`src/rtl/sprite_pkg.sv`:
```
// Shared constants, FSM encoding and limit helpers for the sprite motion block.
package sprite_pkg;

  localparam int unsigned SCREEN_W_DEF = 640;
  localparam int unsigned SCREEN_H_DEF = 480;
  localparam int unsigned SPRITE_W_DEF = 40;
  localparam int unsigned SPRITE_H_DEF = 40;

  localparam int unsigned X_W = 10;
  localparam int unsigned Y_W = 9;
  localparam int unsigned P_W = 11;
  localparam int unsigned S_W = 3;

  typedef enum logic [1:0] {
    ST_IDLE   = 2'd0,
    ST_CALC_X = 2'd1,
    ST_CALC_Y = 2'd2,
    ST_COMMIT = 2'd3
  } state_e;

  // Largest origin X that keeps the sprite fully on screen
  function automatic int unsigned xmax(input int unsigned screen_w, input int unsigned sprite_w);
    return screen_w - sprite_w;
  endfunction

  // Largest origin Y that keeps the sprite fully on screen
  function automatic int unsigned ymax(input int unsigned screen_h, input int unsigned sprite_h);
    return screen_h - sprite_h;
  endfunction

endpackage

```
`src/rtl/sprite_axis_step.sv`:
```
// One-axis motion step: advance by speed, clamp to [0, lim] and flip direction on contact.
module sprite_axis_step
  import sprite_pkg::*;
(
  input  logic [P_W-1:0] pos_i,
  input  logic [P_W-1:0] lim_i,
  input  logic [S_W-1:0] speed_i,
  input  logic           dir_i,    // 0 = increasing, 1 = decreasing
  output logic [P_W-1:0] pos_o,
  output logic           dir_o,
  output logic           bounce_o
);

  logic [P_W-1:0] spd;
  logic [P_W-1:0] sum;

  // Clamp exactly onto the edge; the remainder of the step is discarded
  always_comb begin
    spd      = P_W'(speed_i);
    sum      = pos_i + spd;
    pos_o    = pos_i;
    dir_o    = dir_i;
    bounce_o = 1'b0;
    if (speed_i != '0) begin
      if (!dir_i) begin
        if (sum >= lim_i) begin
          pos_o    = lim_i;
          dir_o    = 1'b1;
          bounce_o = 1'b1;
        end else begin
          pos_o = sum;
        end
      end else begin
        if (spd >= pos_i) begin
          pos_o    = '0;
          dir_o    = 1'b0;
          bounce_o = 1'b1;
        end else begin
          pos_o = pos_i - spd;
        end
      end
    end
  end

endmodule

```
`src/rtl/sprite_motion_ctrl.sv`:
```
// Per-frame sprite mover: steps X then Y through one shared axis unit during
// vertical blanking and commits both to the renderer-facing registers at once.
module sprite_motion_ctrl
  import sprite_pkg::*;
#(
  parameter int unsigned SCREEN_W     = SCREEN_W_DEF,
  parameter int unsigned SCREEN_H     = SCREEN_H_DEF,
  parameter int unsigned SPRITE_W     = SPRITE_W_DEF,
  parameter int unsigned SPRITE_H     = SPRITE_H_DEF,
  parameter int unsigned INIT_X       = 0,
  parameter int unsigned INIT_Y       = 0,
  parameter int unsigned BLINK_FRAMES = 30
) (
  input  logic           CLK,
  input  logic           RESET,
  input  logic           FRAME_STROBE,
  input  logic           PAUSE,
  input  logic [S_W-1:0] SPEED,
  input  logic           SHOW,
  input  logic           BLINK,
  output logic [X_W-1:0] SPRITE_ORIGIN_OFFSET_X,
  output logic [Y_W-1:0] SPRITE_ORIGIN_OFFSET_Y,
  output logic           VISIBLE,
  output logic [1:0]     BOUNCE
);

  localparam int unsigned XMAX  = xmax(SCREEN_W, SPRITE_W);
  localparam int unsigned YMAX  = ymax(SCREEN_H, SPRITE_H);
  localparam int unsigned CNT_W = (BLINK_FRAMES > 1) ? $clog2(BLINK_FRAMES) : 1;

  state_e state_q, state_d;
  logic   ld_x_c, ld_y_c, commit_c;

  logic [X_W-1:0]   x_q, shadow_x_q;
  logic [Y_W-1:0]   y_q, shadow_y_q;
  logic             dir_x_q, dir_y_q;
  logic             bounce_x_q, bounce_y_q;
  logic [1:0]       bounce_q;
  logic [CNT_W-1:0] blink_cnt_q;
  logic             blink_phase_q;

  logic [P_W-1:0] ax_pos, ax_lim, ax_pos_n;
  logic [S_W-1:0] ax_speed;
  logic           ax_dir, ax_dir_n, ax_bounce;

  // State register
  always_ff @(posedge CLK or posedge RESET) begin
    if (RESET) state_q <= ST_IDLE;
    else       state_q <= state_d;
  end

  // Next state: one cycle per step, strobes outside IDLE are dropped
  always_comb begin
    state_d = state_q;
    case (state_q)
      ST_IDLE:   if (FRAME_STROBE) state_d = ST_CALC_X;
      ST_CALC_X: state_d = ST_CALC_Y;
      ST_CALC_Y: state_d = ST_COMMIT;
      ST_COMMIT: state_d = ST_IDLE;
      default:   state_d = ST_IDLE;
    endcase
  end

  // Per-state control strobes
  always_comb begin
    ld_x_c   = 1'b0;
    ld_y_c   = 1'b0;
    commit_c = 1'b0;
    case (state_q)
      ST_CALC_X: ld_x_c   = 1'b1;
      ST_CALC_Y: ld_y_c   = 1'b1;
      ST_COMMIT: commit_c = 1'b1;
      default:   ;
    endcase
  end

  // Share the axis unit between X and Y; pause is just a zero speed
  always_comb begin
    ax_speed = PAUSE ? '0 : SPEED;
    if (ld_y_c) begin
      ax_pos = P_W'(y_q);
      ax_lim = P_W'(YMAX);
      ax_dir = dir_y_q;
    end else begin
      ax_pos = P_W'(x_q);
      ax_lim = P_W'(XMAX);
      ax_dir = dir_x_q;
    end
  end

  sprite_axis_step u_axis (
    .pos_i    (ax_pos),
    .lim_i    (ax_lim),
    .speed_i  (ax_speed),
    .dir_i    (ax_dir),
    .pos_o    (ax_pos_n),
    .dir_o    (ax_dir_n),
    .bounce_o (ax_bounce)
  );

  // Shadow computation, commit and blink bookkeeping
  always_ff @(posedge CLK or posedge RESET) begin
    if (RESET) begin
      x_q           <= X_W'(INIT_X);
      y_q           <= Y_W'(INIT_Y);
      shadow_x_q    <= X_W'(INIT_X);
      shadow_y_q    <= Y_W'(INIT_Y);
      dir_x_q       <= 1'b0;
      dir_y_q       <= 1'b0;
      bounce_x_q    <= 1'b0;
      bounce_y_q    <= 1'b0;
      bounce_q      <= 2'b00;
      blink_cnt_q   <= '0;
      blink_phase_q <= 1'b1;
    end else begin
      bounce_q <= 2'b00;
      if (ld_x_c) begin
        shadow_x_q <= X_W'(ax_pos_n);
        dir_x_q    <= ax_dir_n;
        bounce_x_q <= ax_bounce;
      end
      if (ld_y_c) begin
        shadow_y_q <= Y_W'(ax_pos_n);
        dir_y_q    <= ax_dir_n;
        bounce_y_q <= ax_bounce;
      end
      if (commit_c) begin
        x_q      <= shadow_x_q;
        y_q      <= shadow_y_q;
        bounce_q <= {bounce_y_q, bounce_x_q};
        if (!BLINK) begin
          blink_cnt_q   <= '0;
          blink_phase_q <= 1'b1;
        end else if (blink_cnt_q == CNT_W'(BLINK_FRAMES - 1)) begin
          blink_cnt_q   <= '0;
          blink_phase_q <= ~blink_phase_q;
        end else begin
          blink_cnt_q <= blink_cnt_q + CNT_W'(1);
        end
      end
    end
  end

  assign SPRITE_ORIGIN_OFFSET_X = x_q;
  assign SPRITE_ORIGIN_OFFSET_Y = y_q;
  assign BOUNCE                 = bounce_q;
  assign VISIBLE                = SHOW & blink_phase_q;

endmodule

```
`config.mk`:
```
export PLATFORM = sky130hd
export DESIGN_NAME = sprite_motion_ctrl
export DESIGN_NICKNAME = d
export VERILOG_FILES = /design/src/rtl/sprite_pkg.sv /design/src/rtl/sprite_axis_step.sv /design/src/rtl/sprite_motion_ctrl.sv
export SDC_FILE = /design/constraint.sdc
export NUM_CORES = 1
export LEC_CHECK = 0
export ABC_AREA = 1
export CORE_UTILIZATION = 60
export DETAILED_ROUTE_END_ITERATION = 12
export PLACE_DENSITY = 0.89
export SLEW_MARGIN = 5
export SYNTH_ARGS = -nofsm -noshare
export SYNTH_HDL_FRONTEND = slang
export SYNTH_SLANG_ARGS = --single-unit
```
`constraint.sdc`:
```
create_clock -name CLK -period 5.72 [get_ports CLK]
set_input_delay 0.858 -clock CLK [delete_from_list [all_inputs] [get_ports CLK]]
set_output_delay 0.858 -clock CLK [all_outputs]
set_load 0.05 [all_outputs]
```
# [Yosys cells after proc, flatten, opt, wreduce, memory -nomap -nowiden]
# Cells that the tools add are included.
[word_totals] register_bits=52 in_bits=9 word_cells=53
[classes] n_addsub=3 n_lt_le_gt_ge=2 n_eq_ne=6 n_mux=25 n_bitwise=2 reduce_logical=3
[op_table] cell="$mux W10" n=6
[op_table] cell="$mux W1" n=13
[op_table] cell="$add A10 B3 Y11" n=1
[op_table] cell="$ge A11 B10 Y1" n=1
[op_table] cell="$ge A3 B10 Y1" n=1
[op_table] cell="$mux W5" n=2
[op_table] cell="$sub A10 B3 Y10" n=1
[op_table] cell="$pmux W2 S4" n=1
[op_table] cell="$add A5 B1 Y5 const B" n=1
[op_table] cell="$eq A5 B5 Y1 const B" n=1
[op_table] cell="$eq A2 B2 Y1 const B" n=2
[op_table] cell="$mux W2" n=2
[op_table] cell="$mux W3" n=1
[op_table] cell="$reduce_bool A3 Y1" n=1
[op_table] cell="$eq A2 B1 Y1 const B" n=1
[op_table] cell="$logic_not A2 Y1" n=1
[op_table] cell="$ne A2 B1 Y1 const B" n=1
[op_table] cell="$ne A2 B2 Y1 const B" n=1
[op_table] cell="$reduce_and A2 Y1" n=1
[op_table] cell="$and A1 B1 Y1" n=1
[op_table] cell="$not A1 Y1" n=1

# [Depth between registers and ports, before layout]
[depth] word_depth=8 mapped_depth=28 mapped_depth_nobuf=25

# [Modules after synthesis]
# From an unflattened synthesis, not the netlist that was laid out.
[hier_totals] cells_unflattened=538 hier_area_um2=3875.0
[by_module_without_submodules] module="sprite_motion_ctrl" n_inst=1 cells_per_inst=255 area_each_um2=2357.3 seq_area_each_um2=1302.5
[by_module_without_submodules] module="sprite_axis_step" n_inst=1 cells_per_inst=283 area_each_um2=1517.7 seq_area_each_um2=0.0

# [Worst setup path after synthesis]
# OpenSTA, ideal clock, no wires.
[synth_path] path_kind="register to register" startpoint="reg state_q[0]" endpoint="reg shadow_x_q[4]" arrival_ns=3.615 required_time_ns=5.596 path_slack_ns=1.981 path_stages_with_launch=27 path_buffers=3 period_less_slack_ns=3.739 cell_sequence="dfrtp_1 -> inv_1 -> ha_1 -> buf_6 -> buf_8 -> buf_2 -> nand2_1 -> o21ai_0 -> ha_1 -> inv_1 -> fa_1 -> o21bai_1 -> nand2_1 -> inv_1 -> nand2_2 -> xor2_1 -> inv_1 -> ha_1 -> a21o_1 -> a31oi_1 -> o21ai_2 -> inv_2 -> nand2_4 -> nand2_2 -> nand3_1 -> o211ai_1 -> nand2_1"
[synth_via] elab_chain_cells=8 word_cells_on_any_way=15
[synth_lines] element="from (decl)" line="sprite_motion_ctrl.sv:31" rtl="state_e state_q, state_d;"
[synth_lines] element="from (signal assigned)" line="sprite_motion_ctrl.sv:49" rtl="else state_q <= state_d;"
[synth_lines] element="$eq A2 B2 Y1" line="sprite_motion_ctrl.sv:69" rtl="case (state_q)"
[synth_lines] element="$mux W1" line="sprite_motion_ctrl.sv:69"
[synth_lines] element="$mux W10" line="sprite_motion_ctrl.sv:80" rtl="if (ld_y_c) begin"
[synth_lines] element="$add A10 B3 Y11" line="sprite_axis_step.sv:20" rtl="sum = pos_i + spd;"
[synth_lines] element="$ge A11 B10 Y1" line="sprite_axis_step.sv:26" rtl="if (sum >= lim_i) begin"
[synth_lines] element="$mux W10" line="sprite_axis_step.sv:26"
[synth_lines] element="$mux W10" line="sprite_axis_step.sv:25" rtl="if (!dir_i) begin"
[synth_lines] element="$mux W10" line="sprite_axis_step.sv:24" rtl="if (speed_i != '0) begin"
[synth_lines] element="to (signal assigned)" line="sprite_motion_ctrl.sv:106" rtl="shadow_x_q <= X_W'(INIT_X);"
[synth_lines] element="to (signal assigned)" line="sprite_motion_ctrl.sv:118" rtl="shadow_x_q <= X_W'(ax_pos_n);"
[synth_lines] element="to (decl)" line="sprite_motion_ctrl.sv:34" rtl="logic [X_W-1:0] x_q, shadow_x_q;"
# Several ways; a longest one is shown, not always the timed one.
# A chain may end at the register's enable or synchronous reset.

# [Worst setup path after layout]
[layout_path] startpoint="reg state_q[0]" endpoint="reg shadow_y_q[4]"
[layout_via] elab_chain_cells=8 word_cells_on_any_way=13
[layout_lines] element="$eq A2 B2 Y1 *" line="sprite_motion_ctrl.sv:69"
[layout_lines] element="$mux W1 *" line="sprite_motion_ctrl.sv:69"
[layout_lines] element="$mux W10" line="sprite_motion_ctrl.sv:80"
[layout_lines] element="$add A10 B3 Y11" line="sprite_axis_step.sv:20"
[layout_lines] element="$ge A11 B10 Y1" line="sprite_axis_step.sv:26"
[layout_lines] element="$mux W10" line="sprite_axis_step.sv:26"
[layout_lines] element="$mux W10" line="sprite_axis_step.sv:25"
[layout_lines] element="$mux W10" line="sprite_axis_step.sv:24"
[layout_lines] element="to (signal assigned)" line="sprite_motion_ctrl.sv:107" rtl="shadow_y_q <= Y_W'(INIT_Y);"
[layout_lines] element="to (signal assigned)" line="sprite_motion_ctrl.sv:123" rtl="shadow_y_q <= Y_W'(ax_pos_n);"
[layout_lines] element="to (decl)" line="sprite_motion_ctrl.sv:35" rtl="logic [Y_W-1:0] y_q, shadow_y_q;"
# Mark *: on every way between the ends. The rest lies on a longest branch, timed or not.

==> impl_metrics.ini <==
[run_status]
outcome = complete, no violations

[die]
start_util_pct = 63.2
die_y_um = 76.1
placementRows = 26
coreArea_mm2 = 0.00520
die-area_mm2 = 0.00579
num_io_pins = 31
dieWidth_um = 76.1

[clock_network]
numCtsBuffers = 5
cts_setup_buffers = 0
cts_tree = built
clock_latency_ps = 320
clk_pin_slew_ps = 100
ctsResizeCount = 0
postCtsHoldBufs = 0
cts_sinks = 52
clock_path_buffers = 2
htree_levels = 2
cts-root-buf = clkbuf_8

[timing]
finalSetupViolCount = 0
hold_violations = 0
setup_tns_ps = 0
fin_worst_skew_ps = 11.2
fmax_ghz = 0.246
post-route-period-util_pct = 71.1
slew_violations = 0
period_needed_ps = 4060
tightest_slew_ps = 1070
slew_headroom_pct = 28.1
whs_ps = 484
rsz0062_at_grt = false
finalWorstSetupSlack_ps = 1660

[global_route]
grt_pass1_vias = 2872
grt_antenna_before_repair = 0
grt_pass1_wl_um = 13000
grtUsageTotal_pct = 28.2
grt_max_degree = 53
grt-ovfl-total = 0

[yosys]
synth_seq_cells = 52
synth_nets = 462
yosys_warnings = 0
synth_edf_count = 0
yosys_most_used_dff = dfrtp_1
ys_seq_area_share_pct = 39.6
yosysTopAreaCellShare_pct = 38.8
synthCells = 433
avgSynthCellArea_um2 = 7.60
async_flop_share_pct = 100
yosysUniqueCellTypes = 40
synth_area_mm2 = 0.00329
synth_area_leaders = dfrtp_1 (39%), nand2_1 (18%), ha_1 (6.8%)
synth_area_leader_cell = dfrtp_1

[cells_and_area]
drive_above_1_share_pct = 10.4
nNetsFinal = 488
areaGrowthSynthToFinish_pct = 13.5
antenna_cells = 0
fillers = 449
final_common_cell = nand2_1
ff_latch_area_mm2 = 0.00130
final_cell_mix = nand2_1 (154), dfrtp_1 (51), inv_1 (44), nand3_1 (30), clkdlybuf4s50_1 (30)
multiInputGateArea_mm2 = 0.00172
stdcell_area_mm2 = 0.00373

[drt]
drc_errors = 0
wl_um = 7420
viasPerCell = 5.44
routedWlPerCell_um = 14.0
first_iter_violations = 189
ant_nets = 0
firstDrtPassIters = 5
num_vias = 2881

[placed_design]
place_ws_ps = 1550
numPortBuffers = 30
place_area_mm2 = 0.00362
dp_hpwl_um = 5340
routabilityCongestion = 0.974

[setup_path]
cp_num_buf_inv = 6
cpMostUsedCell = inv_1
cpPeakStageDelay_ps = 410
cp-end-kind = flop
critPathTopFamily = compound AO/OA/AOI/OAI gates
worstPathMaxFanout = 25
cp.required_ps = 5920
critPathArrivalTime_ps = 4270
r2r-start = state_q[0]
cp-start-kind = flop
critPathKind = flop to flop
slowest_stage = fa_1
cp_cell_sequence = inv_1 > ha_1 > buf_4 > o21ai_0 > ha_1 > inv_1 > fa_1 > o21bai_1 > nand2_1 > inv_1 > nand2_2 > xor2_1 > inv_1 > ha_1 > a21o_1 > a31oi_1 > o21ai_2 > inv_2 > nand2_4 > nand2_2 > nand3_1 > o211ai_1 > nand2_1
critPathLaunch = state_q[0]

[power_and_ir_drop]
peakVddDrop_mv = 0.309
leakagePower_nw = 1.98
powerDensity_mw_per_mm2 = 655

[worst_hold_path]
hp-start = shadow_y_q[6]
hold_class = flop to flop

[run]
drv_cap = 0
[where the power goes]
group          internal, W  switching [W]
logic             0.000501        0.00106
registers         0.000519      0.0000966
clock network     0.000132       0.000130
[path summary, 6_finish.rpt]
path                                              to  slack [ps]  cells after the start
min in group asynchronous  SPRITE_ORIGIN_OFFSET_Y[0]        1120                      2
max in group asynchronous  SPRITE_ORIGIN_OFFSET_Y[7]        3960                      2
max reg2reg                            shadow_y_q[4]        1660                     23
max                                    shadow_y_q[4]        1660                     23
min reg2reg                SPRITE_ORIGIN_OFFSET_Y[6]         480                      2
min                        SPRITE_ORIGIN_OFFSET_Y[6]         480                      2
[per-layer routing]
layer | vias up | track usage, % | share of wire, %
li1 | 1413 | - | -
met3 | 22 | 3.83 | 4.5
met4 | 0 | 11.7 | 2.5
met5 | - | 0 | 0
met2 | 90 | 51.3 | 52
met1 | 1356 | 33.5 | 41
[flip-flops by register name, indices dropped and copies added (netlist names), 2 cells and up]
signal	count
blink_cnt_q	5
SPRITE_ORIGIN_OFFSET_Y	9
BOUNCE	2
shadow_y_q	9
shadow_x_q	10
SPRITE_ORIGIN_OFFSET_X	10
state_q	2
[stage by stage]
step                power [W]  instances  utilization (%)
floorplan             0.00180        433                -
global placement      0.00212        522             69.6
detailed placement    0.00217        522             69.6
CTS                   0.00244        530             71.8
global route          0.00266        530             71.8
finish                0.00244        530             71.8
[kinds of logic (layout without fill, tap and decap cells)]
| group | after synthesis | in the layout | share of synthesized area, % |
|---|---|---|---|
| xor gates and xnor gates | 12 | 12 | 3.19 |
| muxes | 1 | 1 | 0.304 |
| and+or+nand+nor | 231 | 231 | 30.4 |
| DFF | 52 | 52 | 39.6 |
| adders and majority gates | 20 | 20 | 8.06 |
| buffers and inverters | 65 | 92 | 8.29 |
| AOI/OAI and AO/OA | 52 | 52 | 10.2 |
[cell usage after synthesis (all sizes together) (4+ instances only)]
cell and count:
a21oi 11, nand3 33, clkbuf 8, dfrtp 51, buf 6, inv 51
ha 18, o21ai 30, nand2 167, nand4 4, xor2 11, nor2 22
[worst reg2reg max path, stage by stage, from the launching register on]
cell and delay (ps):
dfrtp_1 390, inv_1 100, ha_1 220, buf_4 240, o21ai_0 400, ha_1 250
inv_1 60, fa_1 410, o21bai_1 190, nand2_1 90, inv_1 90, nand2_2 70
xor2_1 180, inv_1 60, ha_1 180, a21o_1 150, a31oi_1 170, o21ai_2 80
inv_2 140, nand2_4 90, nand2_2 100, nand3_1 110, o211ai_1 100, nand2_1 80
[layout make-up]
| class | instances | area share (%) |
|---|---|---|
| multi-input cells | 316 | 46.0 |
| inverters | 51 | 5.19 |
| well taps | 70 | 2.35 |
| repair buffers | 33 | 8.64 |
| clock inverters | 2 | 1.04 |
| clock buffers | 6 | 1.94 |
| flip-flops and latches | 52 | 34.9 |
(Power assumes the default switching activity.)
